**src/rtl/i2s_rx_stream.sv**
```systemverilog
// i2s_rx_stream
//   Captures each stereo frame from the I2S receiver's parallel outputs on the
//   rising edge of LRCK. Stores it in a small first-word-fall-through FIFO.
//   Offers the oldest frame to DSP logic as a valid/ready stream.
//   Everything runs in the MCLK domain. LRCK and the parallel words are
//   already synchronous to MCLK, so they need no synchronisers.
//
// Parameters
//   WIDTH  bits per channel word
//   DEPTH  FIFO depth in stereo frames (power of two, 2..256)
//
// Ports
//   mclk     master clock; all logic runs on its rising edge
//   arstn    asynchronous active-low reset
//   lrck     word clock from the transceiver
//   pld/prd  left/right word; held stable around the LRCK rising edge
//   m_valid  head frame valid
//   m_ready  consumer accepts the head frame
//   m_ldata  head frame, left word
//   m_rdata  head frame, right word
//   level    frames currently stored
//   ovf      sticky overflow flag
//   ovf_clr  clears ovf and ovf_cnt; wins over a same-cycle drop
//   ovf_cnt  saturating dropped-frame count
//
// Build option
//   I2S_RX_STREAM_OVF_CNT_EN  when defined, ovf_cnt counts dropped frames.
//                             Otherwise ovf_cnt is tied to zero.
module i2s_rx_stream #(
  parameter int WIDTH = 32,
  parameter int DEPTH = 8
) (
  input  logic                     mclk,
  input  logic                     arstn,
  input  logic                     lrck,
  input  logic [WIDTH-1:0]         pld,
  input  logic [WIDTH-1:0]         prd,
  output logic                     m_valid,
  input  logic                     m_ready,
  output logic [WIDTH-1:0]         m_ldata,
  output logic [WIDTH-1:0]         m_rdata,
  output logic [$clog2(DEPTH):0]   level,
  output logic                     ovf,
  input  logic                     ovf_clr,
  output logic [15:0]              ovf_cnt
);

  localparam int AW = $clog2(DEPTH);
  localparam int LW = AW + 1;
  localparam logic [LW-1:0] DEPTH_L = LW'(DEPTH);

  logic [2*WIDTH-1:0] mem [DEPTH];
  logic [AW-1:0]      wptr;
  logic [AW-1:0]      rptr;
  logic               lrck_q;
  logic               cap;
  logic               full;
  logic               pop;
  logic               push;
  logic               drop;

  // lrck_q resets high, so an LRCK already high at reset release is not
  // mistaken for a fresh rising edge.
  assign cap  = lrck & ~lrck_q;
  assign full = (level == DEPTH_L);
  assign pop  = m_valid & m_ready;
  // When the FIFO is full, a same-cycle pop frees the slot being written.
  assign push = cap & (~full | pop);
  assign drop = cap & full & ~pop;

  assign m_valid = (level != '0);
  assign m_ldata = mem[rptr][2*WIDTH-1:WIDTH];
  assign m_rdata = mem[rptr][WIDTH-1:0];

  // Frame storage is data only; it is never reset.
  always_ff @(posedge mclk) begin
    if (push) begin
      mem[wptr] <= {pld, prd};
    end
  end

  // Control: edge detect, pointers, level and overflow flag.
  always_ff @(posedge mclk or negedge arstn) begin
    if (!arstn) begin
      lrck_q <= 1'b1;
      wptr   <= '0;
      rptr   <= '0;
      level  <= '0;
      ovf    <= 1'b0;
    end else begin
      lrck_q <= lrck;
      if (push) begin
        wptr <= wptr + 1'b1;
      end
      if (pop) begin
        rptr <= rptr + 1'b1;
      end
      if (push && !pop) begin
        level <= level + 1'b1;
      end else if (pop && !push) begin
        level <= level - 1'b1;
      end
      if (ovf_clr) begin
        ovf <= 1'b0;
      end else if (drop) begin
        ovf <= 1'b1;
      end
    end
  end

`ifdef I2S_RX_STREAM_OVF_CNT_EN
  function automatic logic [15:0] sat_inc16(input logic [15:0] v);
    return (v == 16'hFFFF) ? v : v + 16'd1;
  endfunction

  logic [15:0] ovf_cnt_q;

  always_ff @(posedge mclk or negedge arstn) begin
    if (!arstn) begin
      ovf_cnt_q <= '0;
    end else if (ovf_clr) begin
      ovf_cnt_q <= '0;
    end else if (drop) begin
      ovf_cnt_q <= sat_inc16(ovf_cnt_q);
    end
  end

  assign ovf_cnt = ovf_cnt_q;
`else
  assign ovf_cnt = 16'h0000;
`endif

endmodule

```
**config.mk**
```make
export PLATFORM = sky130hd
export DESIGN_NAME = i2s_rx_stream
export DESIGN_NICKNAME = d
export VERILOG_FILES = /design/src/rtl/i2s_rx_stream.sv
export SDC_FILE = /design/constraint.sdc
export NUM_CORES = 1
export LEC_CHECK = 0
export ABC_AREA = 1
export ABC_CLOCK_PERIOD_IN_PS = 6000
export CAP_MARGIN = 0
export CELL_PAD_IN_SITES_DETAIL_PLACEMENT = 1
export CELL_PAD_IN_SITES_GLOBAL_PLACEMENT = 1
export CORE_ASPECT_RATIO = 0.9
export CORE_MARGIN = 4
export CORE_UTILIZATION = 43
export DETAILED_ROUTE_END_ITERATION = 16
export PLACE_DENSITY_LB_ADDON = 0.1
export SYNTH_ARGS = -nofsm -noshare
export SYNTH_HDL_FRONTEND = slang
export SYNTH_SLANG_ARGS = --single-unit
```
**constraint.sdc**
```tcl
create_clock -name mclk -period 6 [get_ports mclk]
set_input_delay 0.9 -clock mclk [delete_from_list [all_inputs] [get_ports mclk]]
set_output_delay 0.9 -clock mclk [all_outputs]
set_load 0.01 [all_outputs]
```
==> results of run 1 <==
[worst max-delay path: stages, from the launching register on]
cell and delay, ns:
dfrtp_4 0.60, inv_8 0.58, buf_4 0.50, nand2_1 0.12
nand2_1 0.09, nand2_1 0.05, o21ai_1 0.10, nand2_1 0.08
nand2_1 0.12, clkdlybuf4s50_1 0.54
[stage by stage]
stage	instances	power, mW	instance area [µm²]	worst slack (ns)	hold WS [ns]
6_report	2591	11.6	24600	1.53	0.523
4_1_cts	2589	11.8	24600	1.46	0.534
3_5_place_dp	2492	8.72	23000	2.15	0.521
2_1_floorplan	1821	6.95	21200	-0.132	0.478
3_3_place_gp	2492	8.64	23000	2.17	0.510
5_1_grt	2590	12.4	24600	1.25	0.587
[cell families (layout without fill, tap and decap cells)]
kind of cell	after synthesis	after routing	share of synthesized area (%)
compound gates	261	261	6.19
xor+xnor	5	5	0.207
fa+ha+maj	6	6	0.391
buf+inv	127	271	3.17
flops	524	524	74.3
other cells	1	18	0.0178
simple gates	882	882	15.8
[power by group through the flow]
stage,Sequential (mW),Combinational (mW),Clock [mW]
floorplan,4.46,2.49,0
global placement,4.52,4.12,0
detailed placement,4.53,4.19,0
CTS,4.45,4.23,3.13
global route,4.48,4.65,3.30
finish,4.45,4.14,3.04
[worst paths after layout]
check	from	end
hold reg to reg	ovf	ovf
hold / removal	ovf	ovf
min in group asynchronous	arstn	level[1]
max in group asynchronous	arstn	rptr[0]
setup / recovery	rptr[0]	m_ldata[25]
setup reg to reg	level[0]	mem[6][4]
[metal layers]
layer	up-vias	GRT usage (%)
met1	6825	27.7
met2	247	35.0
li1	6377	-
met3	73	3.55
met4	8	5.73
met5	-	0
[layout by cell type (no fill, tap or decap), drive strengths merged, types with 11 or more instances in the layout]
| master | n |
|---|---|
| dfrtp | 11 |
| buf | 22 |
| inv | 15 |
| clkdlybuf4s50 | 138 |
| conb | 16 |
| edfxtp | 512 |
| clkbuf | 70 |
| clkinv | 25 |
| nand2 | 735 |
| o21ai | 259 |
| nor2 | 136 |
[registers in the layout (all words and copies together), names as in the netlist]
register  count
mem         512
wptr          3
rptr          3
lrck_q        1
level         4
ovf           1
[layout make-up]
cell class / count / area (µm²) / share of cell area [%]
well taps: 624 / 781 / 3.17
clock buffers: 70 / 1410 / 5.74
repair buffers: 160 / 1620 / 6.59
clock inverters: 27 / 161 / 0.656
multi-input cells: 1170 / 4870 / 19.8
inverters: 14 / 61.3 / 0.249
flip-flops and latches: 524 / 15700 / 63.8
diodes: 2 / 5.00 / 0.0203
==> results.toml, run 1 <==
[status]
status = "finished, final reports clean"

[flow_run]
maxCapViolCount = 0

[power]
clkPwrFrac_pct = 26.2
p_leak_nw = 8.96
power.density_nw_per_um2 = 473
switchingPower_mw = 4.18
intPower_mw = 7.46
sequentialPowerShare_pct = 38.2
p_comb_share_pct = 35.6
peakVddDrop_uv = 455
switching_share_pct = 35.9

[floorplanning]
core_area_um2 = 48200
start_util_pct = 43.8
die_h_um = 218
fp.dieW_um = 242
num_io_pins = 155
rows = 76
die_area_um2 = 52700

[setup_path]
cp_max_fo = 143
end_kind = "output port"
crit_type = "register to output port"
required_ns = 5.10
r2r_cells = 7
cp-start-kind = "register"
r2r_slack_ns = 3.12
critPathArrivalTime_ns = 3.57

[global_routing]
grt_start_max_net_pins = 242
grtUsageTotal_pct = 20.6
grt_pass1_wl_um = 84600
grt_pass1_vias = 14700
globalRouteOverflowTotal = 0
antenna_found_initial = 6

[sta]
slew_viol_final = 0
relSlewSlack_pct = 10.6
fmax_ghz = 0.224
final-hold-violation-count = 0
period_needed_ns = 4.47
tns_ns = 0
setup_violations = 0
clock_skew_ns = 0.0201
rsz0062_at_grt = "no"
tightest_slew_ns = 1.34
finalCritPeriodShare_pct = 74.5

[synthesis]
ys_seq_area_share_pct = 74.3
synthArstFlopShare_pct = 2.29
synth.distinct_cells = 26
yosysMostFrequentCell = "nand2_1"
synth_top_flop_cell = "edfxtp_1"
synth_top_cells_by_area = "edfxtp_1 (73%), nand2_1 (13%), o21ai_0 (4.0%)"
synth_cells = 1806
synth_top_area_cell = "edfxtp_1"
syn_avg_cell_area_um2 = 11.7
synth_area_um2 = 21100
synth_top_area_share_pct = 72.8
ys_seq_elements = 524
yosysWarnings = 0
synth_edf_count = 512
synth_common_cells = "nand2_1 (735), edfxtp_1 (512), o21ai_0 (167), nor2_1 (136), o21ai_1 (92)"

[cts]
cts_hold_buf = 0
path_clk_slew_ns = 0.06
ctsResizeCount = 0
cts_made_buffers = 54
cts.sinks = 524
insertion_delay_ns = 0.60
tritoncts = "built"
clockRootBuffer = "clkbuf_16"
ctsHtreeMaxLevel = 2
cts_setup_buffers = 0
clockBufferDepth = 3

[placed_design]
portBuffers = 138
gp_congestion = 0.741
hpwl_um = 27500

[route]
post-route-drc-count = 0
dr.max_layer_used = "met5"
ant_nets = 0
drt_iter0_markers = 848
viasPerCell = 5.22
wl_met1_um = 24500
routed-wl-met2_um = 26300
wl_per_cell_um = 20.9
first_pass_iters = 5
dr_wl_met3_um = 2310
routed_wl_um = 54200
vias = 13500

[finish]
nNetsFinal = 1999
final_core_util_pct = 51.0
fill_cells = 4986
drive_above_1_share_pct = 5.34
area.growth.synth_to_final_pct = 16.5

[hold_path]
hold_path_depth = 2
hold_class = "register to register"
Power figures use the tool's default switching activity.
==> run 2: changes to the inputs <==
--- a/config.mk
+++ b/config.mk
@@ -6,7 +6,7 @@
 export NUM_CORES = 1
 export LEC_CHECK = 0
 export ABC_AREA = 1
-export ABC_CLOCK_PERIOD_IN_PS = 6000
+export ABC_CLOCK_PERIOD_IN_PS = 3850
 export CAP_MARGIN = 0
 export CELL_PAD_IN_SITES_DETAIL_PLACEMENT = 1
 export CELL_PAD_IN_SITES_GLOBAL_PLACEMENT = 1
==> constraint.sdc (replaced) <==
create_clock -name mclk -period 3.85 [get_ports mclk]
set_input_delay 0.5775 -clock mclk [delete_from_list [all_inputs] [get_ports mclk]]
set_output_delay 0.5775 -clock mclk [all_outputs]
set_load 0.01 [all_outputs]
==> run 2 against run 1 <==
  * Die area stayed put
  * Utilization is 1.1 points higher
  * Clock power is 78% higher
  * Critical endpoint is now m_ldata[26]
==> results.toml, run 2 (same netlist as run 1, synthesis figures left out) <==
[status]
status = "finished, final reports clean"

[setup_path]
cp_max_fo = 67
cp-start-kind = "register"
crit_type = "register to output port"
critPathMaxStageDelay_ns = 0.64
cpMaxStageDelayCell = "buf_4"
critPathArrivalTime_ns = 3.03
end_kind = "output port"
crit_path_cell_trace = "buf_4 -> o21ai_0 -> o21ai_0 -> nand2_1 -> nand2_1 -> clkdlybuf4s50_1"
required_ns = 3.27

[floorplanning]
rows = 76
num_io_pins = 155
die_area_um2 = 52700
die_h_um = 218
core_area_um2 = 48200
start_util_pct = 43.8
fp.dieW_um = 242

[sta]
slew_viol_final = 0
rsz0062_at_grt = "no"
setup_violations = 0
holdWs_ns = 0.367
clock_skew_ns = 0.0124
tightest_slew_ns = 0.798
period_needed_ns = 3.61
fmax_ghz = 0.277
finalCritPeriodShare_pct = 93.7
relSlewSlack_pct = 46.8
final-hold-violation-count = 0

[route]
drt_iter0_markers = 919
first_pass_iters = 5
routed_wl_um = 55900
vias = 13700
wl_per_cell_um = 21.5
ant_nets = 0
viasPerCell = 5.27
post-route-drc-count = 0

[finish]
final_cell_mix = "nand2_1 (735), edfxtp_1 (512), o21ai_0 (167), clkdlybuf4s50_1 (138), nor2_1 (132)"
fill_cells = 4976
final_common_cell = "nand2_1"
largest_register = "mem"
drive_above_1_share_pct = 6.33
seqCellArea_um2 = 15700
multi_input_area_um2 = 4870
biggestRegsByFlops = "mem: 512 flops, level: 4 flops"
area.growth.synth_to_final_pct = 19.0
largest_reg_flops = 512
final_core_util_pct = 52.1
nNetsFinal = 2011

[cts]
cts_setup_buffers = 0
insertion_delay_ns = 0.59
clockBufferDepth = 3
tritoncts = "built"
cts.sinks = 524
path_clk_slew_ns = 0.06
ctsHtreeMaxLevel = 2
cts_made_buffers = 55
clockRootBuffer = "clkbuf_16"

[power]
peakVddDrop_uv = 433
power.density_nw_per_um2 = 759
p_leak_nw = 9.19

[global_routing]
use_met2_pct = 37.2
globalRouteOverflowTotal = 0
use_met1_pct = 27.3
antenna_found_initial = 4
grt_start_max_net_pins = 191
grt_pass1_wl_um = 86000
grt_pass1_vias = 14900
gr-usage-met3_pct = 3.93
grt-busiest-layer = "met2"
grtUsageTotal_pct = 21.0

[hold_path]
hold_class = "input pin to asynchronous set/reset pin"

[placed_design]
gp_congestion = 0.732
portBuffers = 138
hpwl_um = 28600

[flow_run]
maxCapViolCount = 0
-- run 2: cell types whose count changed in the layout (fill, tap and decap cells not counted), moves of 2 or more --
cell | before | now
buf_12 | 6 | 16
bufinv_16 | 1 | 8
clkbuf_1 | 16 | 9
clkbuf_16 | 54 | 58
clkbuf_8 | 0 | 4
clkinv_1 | 14 | 11
clkinv_2 | 10 | 6
inv_6 | 2 | 0
-- run 2: path summary, 6_finish.rpt --
| check | slack (ns) | depth (start not counted) | endpoint | from |
|---|---|---|---|---|
| max | 0.24 | 6 | m_ldata[26] | rptr[0] |
| min | 0.37 | 1 | ovf | arstn |
| max reg2reg | 1.29 | 12 | level[3] | level[0] |
| min reg2reg | 0.55 | 2 | ovf | ovf |
| max in group asynchronous | 3.02 | 1 | rptr[1] | arstn |
| min in group mclk | 0.42 | 1 | lrck_q | lrck |
-- run 2: where the power goes --
part	switching, mW	internal, mW	leakage (nW)
Sequential	0.219	6.68	4.77
Combinational	4.30	2.45	3.53
Clock	2.13	3.29	0.899
-- run 2: final cells by class --
type / count / share of cell area [%]
Timing Repair Buffer: 171 / 7.43
Clock buffer: 70 / 6.03
Sequential cell: 524 / 62.4
Multi-Input combinational cell: 1170 / 19.4
Antenna cell: 1 / 0.00996
Inverter: 14 / 0.264
Clock inverter: 26 / 1.32
Tap cell: 624 / 3.11
-- run 2: timing repair --
item	4_1_cts	5_1_grt
hold buffers	0	0
resized for setup	0	2
endpoints found under the setup margin	0	2
-- run 2: critical path: cells and delay by family (launching register included) --
kind	cells	cell delay, ns
DFF	1	0.54
buffers and inverters	2	1.19
AOI/OAI and AO/OA	2	0.40
and+or+nand+nor	2	0.27
-- run 2: per-stage QoR --
| step | setup TNS (ns) | cell area (µm²) | worst slack [ns] | std cells | power, mW |
|---|---|---|---|---|---|
| 3_3_place_gp | 0 | 23200 | 0.794 | 2502 | 13.7 |
| 3_5_place_dp | 0 | 23200 | 0.762 | 2502 | 13.8 |
| 2_1_floorplan | -501.58 | 21200 | -1.96 | 1821 | 10.8 |
| 4_1_cts | 0 | 25100 | 0.0998 | 2598 | 19.3 |
| 5_1_grt | 0 | 25100 | 0.0391 | 2599 | 20.3 |
| 6_report | 0 | 25100 | 0.242 | 2600 | 19.1 |
-- run 2: per-layer routing --
metal	vias up	part of all wire, %
met3	88	4.4
met5	-	0.084
li1	6400	-
met4	6	1.7
met2	249	50
met1	6960	44
